--- config.mk ---
export PLATFORM = sky130hd
export DESIGN_NAME = sbox_share_sched
export DESIGN_NICKNAME = d
export VERILOG_FILES = /design/src/rtl/sbox_sched_pkg.sv /design/src/rtl/sbox_tag_pipe.sv /design/src/rtl/sbox_share_sched.sv
export SDC_FILE = /design/constraint.sdc
export NUM_CORES = 1
export LEC_CHECK = 0
export CAP_MARGIN = 20
export CORE_AREA = 2 2 130 132
export DETAILED_ROUTE_END_ITERATION = 16
export DIE_AREA = 0 0 132 134
export GPL_TIMING_DRIVEN = 0
export PLACE_DENSITY_LB_ADDON = 0.15
export RECOVER_POWER = 100
export SLEW_MARGIN = 20
export SYNTH_ARGS = -nofsm -noshare
export SYNTH_HDL_FRONTEND = slang
export SYNTH_SLANG_ARGS = --single-unit
--- constraint.sdc ---
create_clock -name clk -period 1.7 [get_ports clk]
set_clock_uncertainty 0.2 [all_clocks]
set_input_delay 0.34 -clock clk [delete_from_list [all_inputs] [get_ports clk]]
set_output_delay 0.34 -clock clk [all_outputs]
set_load 0.01 [all_outputs]
--- src/rtl/sbox_sched_pkg.sv ---
// Shared types and constants for the masked S-box scheduler.
package sbox_sched_pkg;

   // Width of one unshared S-box word (four byte lanes)
   localparam int unsigned WORD_W = 32;

   // Default S-box pipeline depth, shared with the S-box wrapper
   localparam int unsigned SBOX_LATENCY = 4;

   typedef enum logic {
      OWN_ST  = 1'b0,
      OWN_KEY = 1'b1
   } owner_e;

   typedef struct packed {
      logic   valid;
      owner_e owner;
   } tag_t;

endpackage

--- src/rtl/sbox_tag_pipe.sv ---
// Enable-gated tag shift register that mirrors the S-box pipeline depth.
module sbox_tag_pipe
   import sbox_sched_pkg::*;
#(
   parameter int unsigned LATENCY = SBOX_LATENCY
) (
   input  logic clk,
   input  logic rst,
   input  logic en_i,
   input  tag_t head_i,
   output tag_t tail_o,
   output logic any_valid_c
);

   tag_t tags_q [LATENCY];

   // Shift tags one stage per enabled cycle; reset drops all in-flight ownership
   always_ff @(posedge clk or posedge rst) begin
      if (rst) begin
         for (int i = 0; i < int'(LATENCY); i++) begin
            tags_q[i] <= '0;
         end
      end else if (en_i) begin
         tags_q[0] <= head_i;
         for (int i = 1; i < int'(LATENCY); i++) begin
            tags_q[i] <= tags_q[i-1];
         end
      end
   end

   assign tail_o = tags_q[LATENCY-1];

   // Any stage holding a live result
   always_comb begin
      any_valid_c = 1'b0;
      for (int i = 0; i < int'(LATENCY); i++) begin
         any_valid_c = any_valid_c | tags_q[i].valid;
      end
   end

endmodule

--- src/rtl/sbox_share_sched.sv ---
// Time-shares one masked S-box pipeline between the state-column and
// key-schedule requesters; advances only when fresh randomness is present.
// Optional: define SBOX_SCHED_RR_EN for round-robin on contention
// (otherwise the key path has fixed priority).
module sbox_share_sched
   import sbox_sched_pkg::*;
#(
   parameter int unsigned d       = 2,
   parameter int unsigned LATENCY = SBOX_LATENCY
) (
   input  logic                  clk,
   input  logic                  rst,
   input  logic                  st_in_valid,
   output logic                  st_in_ready,
   input  logic [WORD_W*d-1:0]   st_in_data,
   input  logic                  key_in_valid,
   output logic                  key_in_ready,
   input  logic [WORD_W*d-1:0]   key_in_data,
   input  logic                  rnd_valid,
   output logic                  rnd_ready,
   output logic                  sb_en,
   output logic [WORD_W*d-1:0]   sb_in,
   input  logic [WORD_W*d-1:0]   sb_out,
   output logic                  st_out_valid,
   output logic                  key_out_valid,
   output logic [WORD_W*d-1:0]   out_data,
   output logic                  busy
);

   localparam int unsigned DW    = WORD_W * d;
   localparam int unsigned CNT_W = $clog2(LATENCY + 1);

   logic             en_c;
   logic             grant_st_c;
   logic             grant_key_c;
   logic             grant_any_c;
   logic             result_c;
   tag_t             head_c;
   tag_t             tail_c;
   logic             tags_any_c;
   logic [CNT_W-1:0] cnt_q;
   logic [CNT_W-1:0] cnt_d;

   assign en_c        = rnd_valid;
   assign grant_any_c = grant_st_c | grant_key_c;

`ifdef SBOX_SCHED_RR_EN
   owner_e ptr_q;
   owner_e ptr_d;

   // Arbitration: the pointer picks the winner only when both paths request
   always_comb begin
      grant_st_c  = 1'b0;
      grant_key_c = 1'b0;
      ptr_d       = ptr_q;
      if (en_c) begin
         if (st_in_valid && key_in_valid) begin
            grant_st_c  = (ptr_q == OWN_ST);
            grant_key_c = (ptr_q == OWN_KEY);
            ptr_d       = (ptr_q == OWN_ST) ? OWN_KEY : OWN_ST;
         end else begin
            grant_st_c  = st_in_valid;
            grant_key_c = key_in_valid;
         end
      end
   end

   // Round-robin pointer, moves only after a contended grant
   always_ff @(posedge clk or posedge rst) begin
      if (rst) begin
         ptr_q <= OWN_ST;
      end else begin
         ptr_q <= ptr_d;
      end
   end
`else
   // Arbitration: key path always wins on contention
   always_comb begin
      grant_st_c  = 1'b0;
      grant_key_c = 1'b0;
      if (en_c) begin
         grant_key_c = key_in_valid;
         grant_st_c  = st_in_valid & ~key_in_valid;
      end
   end
`endif

   // Handshake, S-box input mux and head tag; data passes only with a grant
   always_comb begin
      st_in_ready  = grant_st_c;
      key_in_ready = grant_key_c;
      rnd_ready    = en_c;
      sb_en        = en_c;
      sb_in        = '0;
      head_c       = '0;
      if (grant_key_c) begin
         sb_in  = key_in_data;
      end else if (grant_st_c) begin
         sb_in  = st_in_data;
      end
      head_c.valid = grant_any_c;
      head_c.owner = grant_key_c ? OWN_KEY : OWN_ST;
   end

   sbox_tag_pipe #(
      .LATENCY (LATENCY)
   ) u_tag_pipe (
      .clk         (clk),
      .rst         (rst),
      .en_i        (en_c),
      .head_i      (head_c),
      .tail_o      (tail_c),
      .any_valid_c (tags_any_c)
   );

   // Result pulse towards the owning path, data straight from the S-box
   always_comb begin
      result_c      = tail_c.valid & en_c;
      st_out_valid  = result_c & (tail_c.owner == OWN_ST);
      key_out_valid = result_c & (tail_c.owner == OWN_KEY);
      out_data      = DW'(sb_out);
      busy          = tags_any_c;
   end

   // In-flight count next state
   always_comb begin
      cnt_d = cnt_q;
      case ({grant_any_c, result_c})
         2'b10:   cnt_d = cnt_q + CNT_W'(1);
         2'b01:   cnt_d = cnt_q - CNT_W'(1);
         default: cnt_d = cnt_q;
      endcase
   end

   // In-flight counter register
   always_ff @(posedge clk or posedge rst) begin
      if (rst) begin
         cnt_q <= '0;
      end else begin
         cnt_q <= cnt_d;
      end
   end

   // Tag occupancy and counter must always agree
   always_ff @(posedge clk) begin
      if (!rst) begin
         assert (busy == (cnt_q != '0));
         assert (cnt_q <= CNT_W'(LATENCY));
      end
   end

endmodule

==> results of run 1 <==
cell families (layout without fill, tap and decap cells):
group	after synthesis	in the layout	synth area share
AND/OR/NAND/NOR	8	8	0.0325
AO/OA/AOI/OAI	65	65	0.389
buffers and inverters	90	384	0.410
multiplexers	7	7	0.0475
other	0	2	0
flip-flops	8	8	0.121
Yosys cell counts (2+ instances only):
cell / n / area (µm²)
buf_4: 66 / 495
a32o_1: 64 / 641
buf_6: 11 / 124
buf_2: 9 / 45.0
dfrtp_1: 8 / 200
mux2_2: 7 / 78.8
clkbuf_1: 2 / 7.51
inv_1: 2 / 7.51
nor2_1: 2 / 7.51
metrics by stage:
stage          setup TNS [ns]  instances  utilization  cell area (µm²)
2_1_floorplan               0        178            -             1660
3_3_place_gp           -68.21        664        0.282             4600
3_5_place_dp           -68.58        664        0.282             4600
4_1_cts                -11.81        696        0.306             4980
5_1_grt                -11.76        694        0.303             4930
6_report                -8.25        694        0.303             4930
power groups by stage:
stage                     clock, mW  sequential [mW]  combinational, mW
after floorplan                   0            0.236              0.437
after global placement            0            0.241               1.15
after detailed placement          0            0.242               1.16
after CTS                     0.399            0.236               1.26
after global routing          0.415            0.240               1.31
final                         0.387            0.238               1.23
worst max-delay path: stages:
cell and delay (ns):
buf_8 0.10, nor2b_4 0.15, buf_12 0.13, buf_16 0.14, buf_8 0.13, a32o_1 0.24
buf_2 0.14
cell type report:
class / count / area (µm²) / area share
Buffer: 86 / 711 / 0.144
Tap cell: 220 / 275 / 0.0558
Timing Repair Buffer: 293 / 2870 / 0.581
Sequential cell: 8 / 200 / 0.0406
Inverter: 2 / 7.51 / 0.00152
Antenna cell: 2 / 5.00 / 0.00101
Multi-Input combinational cell: 80 / 793 / 0.161
Clock buffer: 3 / 75.1 / 0.0152
per-layer routing:
layer | track usage | part of all wire | wire length (µm)
met4 | 0.0229 | 0.016 | 182
met5 | 0 | 0 | 0
met2 | 0.227 | 0.52 | 6130
met3 | 0.0351 | 0.091 | 1070
met1 | 0.135 | 0.37 | 4340
flip-flops by register name (all words and copies together) (netlist names):
name	count
u_tag_pipe.tail_o	2
u_tag_pipe.tags_q	6
worst paths after layout:
check                                      from              endpoint  slack, ns  cells past startpoint
setup reg to reg           u_tag_pipe.tags_q[3]  u_tag_pipe.tags_q[3]       0.50                      3
hold / removal                     key_in_valid  u_tag_pipe.tags_q[6]       0.16                      2
setup / recovery                      rnd_valid             sb_in[39]      -0.21                      7
max in group asynchronous                   rst  u_tag_pipe.tags_q[3]       0.78                      2
hold reg to reg            u_tag_pipe.tags_q[4]  u_tag_pipe.tags_q[4]       0.30                      1
min in group asynchronous                   rst  u_tag_pipe.tags_q[4]       0.29                      2
repair_timing:
item / in CTS / in global routing
pin swaps: 39 / 24
endpoints found under the setup margin: 71 / 70
setup buffers: 19 / 3
resized for setup: 320 / 32
gates cloned: 11 / 0
==> results.cfg, run 1 <==
[status]
status = complete, but fails checks
violations = setup timing

[power_and_ir_drop]
p_leak_nw = 2.15
pwr-share-clk = 0.208
p_sw_frac = 0.275
power_frac_seq = 0.128
finalPower_mw = 1.86
power_density_mw_per_mm2 = 376
max-vdd-ir-drop_mv = 0.588
p_sw_mw = 0.511
internal_power_mw = 1.35
pwr-share-comb = 0.664

[timing]
rsz0062_at_grt = true
relSlewSlack = 0.714
setup_viol_count_final = 66
layout_min_cycle_time_ns = 1.91
hold_ws_ns = 0.162
maxSlewViolCount = 0
finalCritPeriodShare = 1.12
max_freq_mhz = 524
tightestPinTransition_ns = 0.429
hold_violations = 0
fin_ws_ns = -0.208

[floorplan]
die-area_mm2 = 0.0177
die_height_um = 134
ios = 332
core_area_mm2 = 0.0163
num_rows = 47
start_util = 0.102
die_w_um = 132

[finish]
syn2layout_area_growth_pct = 198
final_cell_mix = 192 x clkdlybuf4s50_1, 76 x buf_4, 57 x a32o_1
drive_gt1_frac = 0.428
fillers = 1741
nets = 671
final_common_cell = clkdlybuf4s50_1

[yosys]
synthArstFlopShare = 1.00
ys_types = 16
yosys_warnings = 0
ys_seq_area_frac = 0.121
synthFlopType = dfrtp_1
yosys_register_bits = 8
syn_avg_cell_area_um2 = 9.31
syn-cell-area_mm2 = 0.00166
synth_nets = 375
syn_inst = 178
synth_edf_count = 0

[global_routing]
antenna_found_initial = 2
grt_max_degree = 11
gr-total-overflow = 0
gr-usage-all-layers = 0.121
grt_pass1_vias = 2709
grt_pass1_wl_um = 16800

[routing]
avgRoutedWirePerCell_um = 16.9
drc = 0
via_per_inst = 3.82
vias = 2649
wirelength_um = 11700
drtIter0Drc = 86
drt_first_pass_iters = 4
antenna_left = 0

[place]
hpwl_um = 9170
routabilityCongestion = 0.742
port_buffers = 266
pre_cts_slack_ns = -1.07

[clock_network]
cts_hold_buf = 0
path_clk_slew_ns = 0.04
htreeDepth = 1
clock_sinks = 8
cts_buffers = 3
root_buffer = clkbuf_16
clk_path_buf_depth = 2
cts_tree = built
clkLatencyLatePin_ns = 0.23

[critical_path]
critPathRequiredTime_ns = 1.16
critPathKind = in2out
crit_path_end_kind = output port
crit_fanout = 5
cp-start-kind = primary input
crit_arrival_ns = 1.37

[worst_hold_path]
hold_path_class = in2reg

[flow_run]
drv_cap = 0
(Power assumes the default switching activity.)
==> run 2: changes to the inputs <==
Settings changed: GPL_ROUTABILITY_DRIVEN set to 0.
==> results of run 2 <==
Final layout, timing and power as in run 1 (identical DEF).
